**src/rtl/axis_chk_pkg.sv**
```systemverilog
// Shared definitions for the AXI-Stream sequence checker: FSM encoding and
// the LFSR constants used for ready throttling.
package axis_chk_pkg;

  typedef enum logic [1:0] {
    IDLE = 2'd0,
    RUN  = 2'd1,
    DONE = 2'd2
  } state_e;

  localparam logic [15:0] LFSR_MASK         = 16'hB400;
  localparam logic [15:0] LFSR_DEFAULT_SEED = 16'hACE1;

  // One right-shift Galois step for x^16+x^14+x^13+x^11+1.
  function automatic logic [15:0] lfsr_step(input logic [15:0] q);
    return (q >> 1) ^ (q[0] ? LFSR_MASK : 16'h0000);
  endfunction

endpackage

```
**src/rtl/lfsr16.sv**
```systemverilog
// 16-bit Galois LFSR with load and enable; a zero seed would lock the
// register at zero, so it is replaced by the default seed.
module lfsr16
  import axis_chk_pkg::*;
(
  input  logic        aclk,
  input  logic        aresetn,
  input  logic        load,
  input  logic [15:0] seed,
  input  logic        en,
  output logic [15:0] q
);

  logic [15:0] r_q;

  always_ff @(posedge aclk) begin
    if (!aresetn) begin
      r_q <= LFSR_DEFAULT_SEED;
    end else if (load) begin
      r_q <= (seed == 16'h0000) ? LFSR_DEFAULT_SEED : seed;
    end else if (en) begin
      r_q <= lfsr_step(r_q);
    end
  end

  assign q = r_q;

endmodule

```
**config.mk**
```make
export PLATFORM = sky130hd
export DESIGN_NAME = lfsr16
export DESIGN_NICKNAME = d
export VERILOG_FILES = /design/src/rtl/axis_chk_pkg.sv /design/src/rtl/lfsr16.sv
export SDC_FILE = /design/constraint.sdc
export NUM_CORES = 1
export LEC_CHECK = 0
export ABC_AREA = 1
export ABC_CLOCK_PERIOD_IN_PS = 1100
export CELL_PAD_IN_SITES_DETAIL_PLACEMENT = 0
export CELL_PAD_IN_SITES_GLOBAL_PLACEMENT = 1
export CORE_MARGIN = 2
export CORE_UTILIZATION = 28
export DETAILED_ROUTE_END_ITERATION = 16
export HOLD_SLACK_MARGIN = 0.05
export PLACE_DENSITY_LB_ADDON = 0.1
export SYNTH_ARGS = -nofsm -noshare
export SYNTH_HDL_FRONTEND = slang
export SYNTH_SLANG_ARGS = --single-unit
```
**constraint.sdc**
```tcl
create_clock -name aclk -period 1.1 [get_ports aclk]
set_clock_uncertainty 0.05 [all_clocks]
set_input_delay 0.11 -clock aclk [delete_from_list [all_inputs] [get_ports aclk]]
set_output_delay 0.11 -clock aclk [all_outputs]
set_load 0.02 [all_outputs]
```
==> results of run 1 <==
## timing repair
action | CTS | global route
endpoints found under the setup margin | 16 | 18
endpoints found under the hold margin | 0 | 0
cloned | 0 | 0
resized for setup | 47 | 16
pin swaps | 0 | 3
## cells in the mapped netlist (all sizes together)
cell and instances:
a21oi 17, dfxtp 16, nor2 29, buf 4, o21ai 18, inv 6
nand2 38, nand3 1, xnor2 2, clkbuf 1
## metal layers
| layer | GRT usage, % | up-vias | routed length, um |
|---|---|---|---|
| met5 | 0 | - | 0 |
| met4 | 6.82 | 0 | 19 |
| met3 | 2.62 | 2 | 128 |
| met2 | 25.9 | 25 | 1180 |
| met1 | 23.8 | 430 | 1330 |
| li1 | - | 543 | - |
## worst reg2reg max path, delay by kind of cell, from the launching register on
| family | cells | cell delay [ns] |
|---|---|---|
| AO/OA/AOI/OAI | 1 | 0.07 |
| buffers and inverters | 1 | 0.16 |
| AND/OR/NAND/NOR | 2 | 0.11 |
| flip-flops | 1 | 0.36 |
| XOR/XNOR | 1 | 0.12 |
## cells by family after synthesis
| group | synth area share [%] |
|---|---|
| compound gates | 20.3 |
| simple gates | 31.9 |
| xor+xnor | 2.03 |
| flops | 37.2 |
| buf+inv | 8.56 |
## cell type report
type,instances,area (um2),share of cell area (%)
sequential,16,320,23.3
clock buffer,4,36.3,2.64
tap,33,41.3,3.00
timing repair buffer,60,483,35.1
multi-input combinational,105,468,34.0
inverter,6,27.5,2.00
## cell usage in the layout, fill, tap and decap left out, drive strengths merged
| cell type | n |
|---|---|
| nand2 | 38 |
| buf | 38 |
| nor2 | 29 |
| clkdlybuf4s50 | 19 |
| o21ai | 18 |
| a21oi | 17 |
| dfxtp | 16 |
| inv | 6 |
| clkbuf | 5 |
| xnor2 | 2 |
| clkdlybuf4s15 | 2 |
| nand3 | 1 |
## through the flow
step	hold WS, ns	setup slack (ns)
finish	0.340	0.0468
CTS	0.332	0.00374
global route	0.341	0.000287
global placement	0.434	-0.239
floorplan	0.194	0.0240
detailed placement	0.444	-0.232
## worst max-delay path by stage
stage          start    end  slack, ns  cells past startpoint
2_1_floorplan   q[0]  q[12]       0.02                      6
3_3_place_gp    load   q[5]      -0.24                      7
3_5_place_dp    load   q[4]      -0.23                      6
4_1_cts         q[7]   q[7]      0.004                      1
5_1_grt        q[10]  q[10]     0.0003                      1
6_report       q[13]  q[13]       0.05                      1
## power by group
part / internal [W] / leakage [nW] / switching, W
Clock: 0.000202 / 0.0210 / 0.000204
Combinational: 0.000235 / 0.495 / 0.000239
Sequential: 0.000625 / 0.133 / 0.0000228
==> summary.md, run 1 <==
| Metric | Value |
|---|---|
| Synth Area per Inst | 6.53 um2 |
| Clock-pin slew on the worst setup and hold paths | 0.10 ns |
| Critical Path Start Type | register |
| Post-DP Area | 1410 um2 |
| Setup Crit Path Kind | register to primary output |
| Final RePlAce weighted congestion | 0.835 |
| YS warnings | 0 |
| RSZ-0062 raised after global routing | false |
| Post-CTS Setup Bufs | 0 |
| H-Tree Level Count | 1 |
| Routed WL per cell | 11.9 um |
| Vias in the first global route | 1009 |
| Syn_nets | 152 |
| Area delta synth->final | 59.7% |
| Status | finished, final reports clean |
| VDD IR max | 0.462 mV |
| Buffer and inverter count on the worst path | 1 |
| CP Data Required Time | 0.94 ns |
| Worst path max stage delay | 0.35 ns |
| Netlist Area Pre-Place | 862 um2 |
| Pre-Repair DR Iteration Count | 4 |
| First-pass GRT wire length | 4460 um |
| Worst-Skew Late Latency | 0.29 ns |
| Dpl cells | 220 |
| Worst Path Arrival | 0.89 ns |
| Via density | 4.46 |
| Initial Utilization | 28.9% |
| Sequential fraction of the synthesis area | 37.2% |
| Area contributors post-synth | dfxtp_1, nand2_1, nor2_1 |
| CTS tree | yes |
| I/O Pins | 36 |
| Hold Crit Start | seed[3] |
| Min-delay worst type | input port to register |
| Final Total Pwr | 0.00153 W |
| Core ar. | 2980 um2 |
| Initial antenna violation count | 0 |
| Slew headroom | 86.6% |
| Post-CTS Hold Buffers | 0 |
| Final Util | 46.2% |
| Worst Tran Pin Value | 0.200 ns |
| Biggest area consumer among synthesized cells | dfxtp_1 |
| Fmax | 0.949 GHz |
| Final Cycle Share | 95.7% |
| DP HPWL | 1970 um |
| DRT Wirelength | 2660 um |
| WHS Endpoint | q[3] |
| TNS Setup | 0 ns |
| Max_cap viols | 0 |
| Post-route cell area | 1380 um2 |
| Port Buf Inserts | 35 |
| Root buffer cell | clkbuf_4 |
| Synth cell types | 16 |
| Post-route DRC violation count | 0 |
| Pin count of the biggest net entering global routing | 19 |
| Die W | 59.5 um |
| Pleak | 0.649 nW |
| Aggregate global-route resource usage | 17.0% |
| R2R Path Start | q[0] |
| Slowest-stage cell, CP | dfxtp_1 |
| Final Max Slew Viols | 0 |
| Num CTS Buffers | 3 |
| Worst R2R End | q[10] |
| Share of layout cells above drive strength 1 | 26.7% |
| R2r worst-path depth | 5 |
| Pwr Density | 1110 nW/um2 |
| Final min period | 1.05 ns |
| Fill count | 321 |
| Reg-to-reg setup timing slack | 0.13 ns |
| Mapped Cells | 132 |
| CP cell instances | clkdlybuf4s15_2 |
| Largest register FFs | 16 |
| Worst setup EP type | primary output |
| Nets | 212 |
| CTS sink count | 16 |
| Share of the synthesized area in the top cell type | 37.2% |
| Grt ovf | 0 |
| Vias | 1000 |
| DR iter-0 viols | 28 |
| Die height | 59.5 um |
| ANT nets after route | 0 |
| Synth Register Bits | 16 |
| Cell Rows | 20 |
| Largest delay contributor family on the critical path | flip-flops |
| Max clock buf depth | 2 |
| Non-filler cells, final | 224 |
| Largest fanout on the critical path | 2 |
| Final setup fails | 0 |
| Diodes inserted | 0 |
| Fin. Hold Viols | 0 |
| Die area | 3540 um2 |
| Worst Hold Depth | 3 |
No activity file was read; power rests on OpenSTA's default activity.
==> inputs of run 2 (changes only) <==
CELL_PAD_IN_SITES_DETAIL_PLACEMENT = unset   (was 0)
CELL_PAD_IN_SITES_GLOBAL_PLACEMENT = unset   (was 1)
CORE_UTILIZATION = 35   (was 28)
PLACE_DENSITY = 0.68   (was unset)
PLACE_DENSITY_LB_ADDON = unset   (was 0.1)
==> summary.md, run 2 (synthesized netlist as in run 1, its figures left out) <==
| Metric | Value |
|---|---|
| Status | finished, final reports clean |
| Nets | 211 |
| Post-CTS Setup Bufs | 0 |
| Pin count of the biggest net entering global routing | 19 |
| Critical Path Start Type | register |
| Final setup fails | 0 |
| Initial antenna violation count | 0 |
| Final Cycle Share | 95.6% |
| Via density | 4.68 |
| Vias | 1016 |
| Dpl cells | 214 |
| DRT Wirelength | 2450 um |
| Worst path max stage delay | 0.34 ns |
| Fmax | 0.951 GHz |
| Final Max Slew Viols | 0 |
| Register cell area after layout | 320 um2 |
| Worst setup EP type | primary output |
| DP HPWL | 1910 um |
| Diodes inserted | 0 |
| Crit path to | q[13] |
| CP Depth | 1 |
| Final min period | 1.05 ns |
| Clock-pin slew on the worst setup and hold paths | 0.09 ns |
| Final RePlAce weighted congestion | 0.870 |
| VDD IR max | 0.776 mV |
| Max_cap viols | 0 |
| Most frequent cells in the layout | nand2_1, nor2_1, buf_4 |
| H-Tree Level Count | 1 |
| R2R Path Start | q[0] |
| Num CTS Buffers | 3 |
| Post-route DRC violation count | 0 |
| Largest fanout on the critical path | 2 |
| Final Util | 59.4% |
| CTS tree | yes |
| Area occupied by multi-input gates | 478 um2 |
| Final Total Pwr | 0.00142 W |
| Vias in the first global route | 951 |
| Grt ovf | 0 |
| Core ar. | 2280 um2 |
| Worst Tran Pin Value | 0.250 ns |
| Die area | 2880 um2 |
| Largest register FFs | 16 |
| First-pass GRT wire length | 4060 um |
| Max clock buf depth | 2 |
| Pwr Density | 1050 nW/um2 |
| Min-delay worst type | input port to register |
| Root buffer cell | clkbuf_4 |
| Pre-Repair DR Iteration Count | 4 |
| Setup Crit Path Kind | register to primary output |
| Fill count | 219 |
| CP cell instances | clkdlybuf4s15_2 |
| Non-filler cells, final | 217 |
| Crit path from | q[13] |
| Most common cell after layout, fill and taps aside | nand2_1 |
| Routed WL per cell | 11.3 um |
| Buffer and inverter count on the worst path | 1 |
| Worst Path Arrival | 0.89 ns |
| RSZ-0062 raised after global routing | false |
| ANT nets after route | 0 |
| Cell Rows | 17 |
| I/O Pins | 36 |
| Die W | 53.6 um |
| Reg-to-reg setup timing slack | 0.11 ns |
| Pleak | 0.654 nW |
| Initial Utilization | 37.9% |
| Aggregate global-route resource usage | 19.1% |
| Worst-Skew Late Latency | 0.28 ns |
| Area delta synth->final | 56.9% |
| Worst R2R End | q[12] |
| Die height | 53.6 um |
| CP Data Required Time | 0.94 ns |
| R2r worst-path depth | 6 |
| Port Buf Inserts | 35 |
| Largest delay contributor family on the critical path | flip-flops |
| DR iter-0 viols | 15 |
| CTS sink count | 16 |
| Slowest-stage cell, CP | dfxtp_1 |
| Share of layout cells above drive strength 1 | 27.0% |
| Fin. Hold Viols | 0 |
| Slew headroom | 83.3% |
## run 2: cell count changes in the layout (fill, tap and decap cells not counted), sizes merged
cell / change
buf: -13
clkbuf: +12
clkdlybuf4s15: -1
## run 2: through the flow
stage / area, um2 / setup slack, ns / TNS (ns) / hold WS [ns]
floorplan: 862 / 0.0240 / 0 / 0.194
global placement: 1390 / -0.289 / -3.67 / 0.503
detailed placement: 1390 / -0.300 / -3.64 / 0.510
CTS: 1420 / 0.000183 / 0 / 0.343
global route: 1350 / 0.00680 / 0 / 0.344
finish: 1350 / 0.0484 / 0 / 0.344
## run 2: worst min-delay path by stage
stage	cells after the start	start	slack [ns]	end
detailed placement	3	q[11]	0.51	q[11]
global route	3	seed[4]	0.34	q[4]
finish	3	seed[4]	0.34	q[4]
CTS	3	seed[4]	0.34	q[4]
floorplan	2	seed[14]	0.19	q[14]
global placement	3	q[7]	0.50	q[7]
## run 2: repair_timing
item                                    4_1_cts  5_1_grt
gates resized for setup                      35       20
pin swaps                                     0        1
hold buffers                                  0        0
endpoints found under the setup margin       17       25
## run 2: where the power goes
part | internal [W] | total, W | switching [W]
Sequential | 0.000625 | 0.000646 | 0.0000215
Clock | 0.000127 | 0.000305 | 0.000178
Combinational | 0.000232 | 0.000471 | 0.000239
## run 2: layout make-up
class	count	area share, %
inverter	6	2.04
tap	28	2.59
sequential	16	23.7
clock buffer	3	1.67
multi-input combinational	105	35.3
timing repair buffer	59	34.7
## run 2: metal layers
metal | routed length, um | vias up | global-route usage, %
met3 | 160 | 4 | 3.89
met5 | 0 | - | 0
met1 | 1080 | 441 | 23.5
met4 | 25 | 0 | 9.40
li1 | - | 543 | -
met2 | 1180 | 28 | 31.7
==> inputs of run 3 (changes only) <==
CAP_MARGIN = 20   (was unset)
PLACE_DENSITY = 0.79   (was 0.68)
==> summary.md, run 3 (synthesized netlist as in run 1, its figures left out) <==
| Metric | Value |
|---|---|
| Setup Crit Path Kind | register to primary output |
| Largest fanout on the critical path | 2 |
| Crit path from | q[0] |
| Most common cell after layout, fill and taps aside | nand2_1 |
| Fmax | 0.940 GHz |
| DR iter-0 viols | 37 |
| Initial Utilization | 37.9% |
| CP Depth | 1 |
| Clock power share | 22.3% |
| Area delta synth->final | 54.0% |
| Buffer and inverter count on the worst path | 1 |
| Share of layout cells above drive strength 1 | 25.5% |
| CP cell instances | clkdlybuf4s15_2 |
| Status | finished, final reports clean |
| Final RePlAce weighted congestion | 0.877 |
| Min-delay worst type | input port to register |
| CP Data Required Time | 0.94 ns |
| Sw frac | 32.1% |
| Largest register FFs | 16 |
| Cell Rows | 17 |
| Final setup fails | 0 |
| DP HPWL | 1880 um |
| Critical Path Start Type | register |
| VDD IR max | 0.719 mV |
| Final Max Slew Viols | 0 |
| Slew headroom | 81.6% |
| Pwr Density | 1080 nW/um2 |
| Max_cap viols | 0 |
| Worst path max stage delay | 0.35 ns |
| Root buffer cell | clkbuf_4 |
| Crit path to | q[0] |
| Most frequent cells in the layout | nand2_1, nor2_1, clkdlybuf4s50_1 |
| Pleak | 0.614 nW |
| DRT Wirelength | 2620 um |
| Post-route cell area | 1330 um2 |
| Power share of the combinational group | 32.3% |
| Pre-Repair DR Iteration Count | 4 |
| Reg-to-reg setup timing slack | 0.10 ns |
| Die W | 53.6 um |
| Dpl cells | 209 |
| R2R Path Start | q[0] |
| Initial antenna violation count | 0 |
| Non-filler cells, final | 212 |
| First-pass GRT wire length | 4260 um |
| Post-CTS Setup Bufs | 0 |
| CTS tree | yes |
| Slowest-stage cell, CP | dfxtp_1 |
| Final Cycle Share | 96.7% |
| Power share of the sequential group | 45.4% |
| Worst hold margin | 0.349 ns |
| Nets | 206 |
| Via density | 5.02 |
| Aggregate global-route resource usage | 20.2% |
| Post-route DRC violation count | 0 |
| Worst R2R End | q[12] |
| Clock-pin slew on the worst setup and hold paths | 0.10 ns |
| Post-DP Area | 1340 um2 |
| Grt ovf | 0 |
| RSZ-0062 raised after global routing | false |
| Pin count of the biggest net entering global routing | 19 |
| Final min period | 1.06 ns |
| H-Tree Level Count | 1 |
| Worst setup EP type | primary output |
| CTS sink count | 16 |
| Num CTS Buffers | 3 |
| Final Total Pwr | 0.00144 W |
| Port Buf Inserts | 35 |
| Worst-Skew Late Latency | 0.29 ns |
| Die area | 2880 um2 |
| Vias | 1065 |
| Int Pwr | 0.000976 W |
| R2r worst-path depth | 6 |
| Fin. Hold Viols | 0 |
| Max clock buf depth | 2 |
| I/O Pins | 36 |
| Diodes inserted | 0 |
| Worst Tran Pin Value | 0.274 ns |
| ANT nets after route | 0 |
| Die height | 53.6 um |
| Sw Pwr | 0.000460 W |
| Worst Path Arrival | 0.90 ns |
| Core ar. | 2280 um2 |
| Post-CTS Hold Buffers | 0 |
| Largest delay contributor family on the critical path | flip-flops |
| Worst Hold Depth | 3 |
| Vias in the first global route | 1001 |
| Final Util | 58.3% |
| Routed WL per cell | 12.3 um |
==> run 3: area by class of cell <==
type / count / area (um2)
multi-input combinational: 105 / 477
sequential: 16 / 320
inverter: 6 / 27.5
clock buffer: 3 / 22.5
tap: 28 / 35.0
fill: 218 / 948
timing repair buffer: 54 / 445
==> run 3: worst min-delay path by stage <==
stage / from / to
CTS: seed[4] / q[4]
finish: seed[4] / q[4]
floorplan: seed[14] / q[14]
detailed placement: q[7] / q[7]
global route: seed[9] / q[9]
global placement: q[7] / q[7]
==> run 3: metrics by stage <==
step	TNS (ns)	setup WS [ns]
final	0	0.0365
after global routing	0	0.00451
after CTS	0	0.00364
after detailed placement	-3.27	-0.242
after global placement	-2.84	-0.201
after floorplan	0	0.0240
==> run 3: power by group through the flow <==
stage               registers (W)  clock network, W  logic (W)
floorplan                0.000724                 0   0.000168
global placement         0.000662                 0   0.000480
detailed placement       0.000664                 0   0.000485
CTS                      0.000651          0.000320   0.000470
global route             0.000657          0.000334   0.000507
finish                   0.000652          0.000320   0.000464
==> run 3: what timing repair did <==
action	in CTS	in global routing
endpoints found under the setup margin	16	20
pin swaps	0	0
gates resized for setup	41	17
==> run 3: per-layer routing <==
metal,track usage (%),up-vias,share of wire [%]
met5,0,-,0
met4,8.55,0,1.2
met3,4.17,4,7.7
met2,34.0,50,49
met1,25.0,480,42
li1,-,531,-
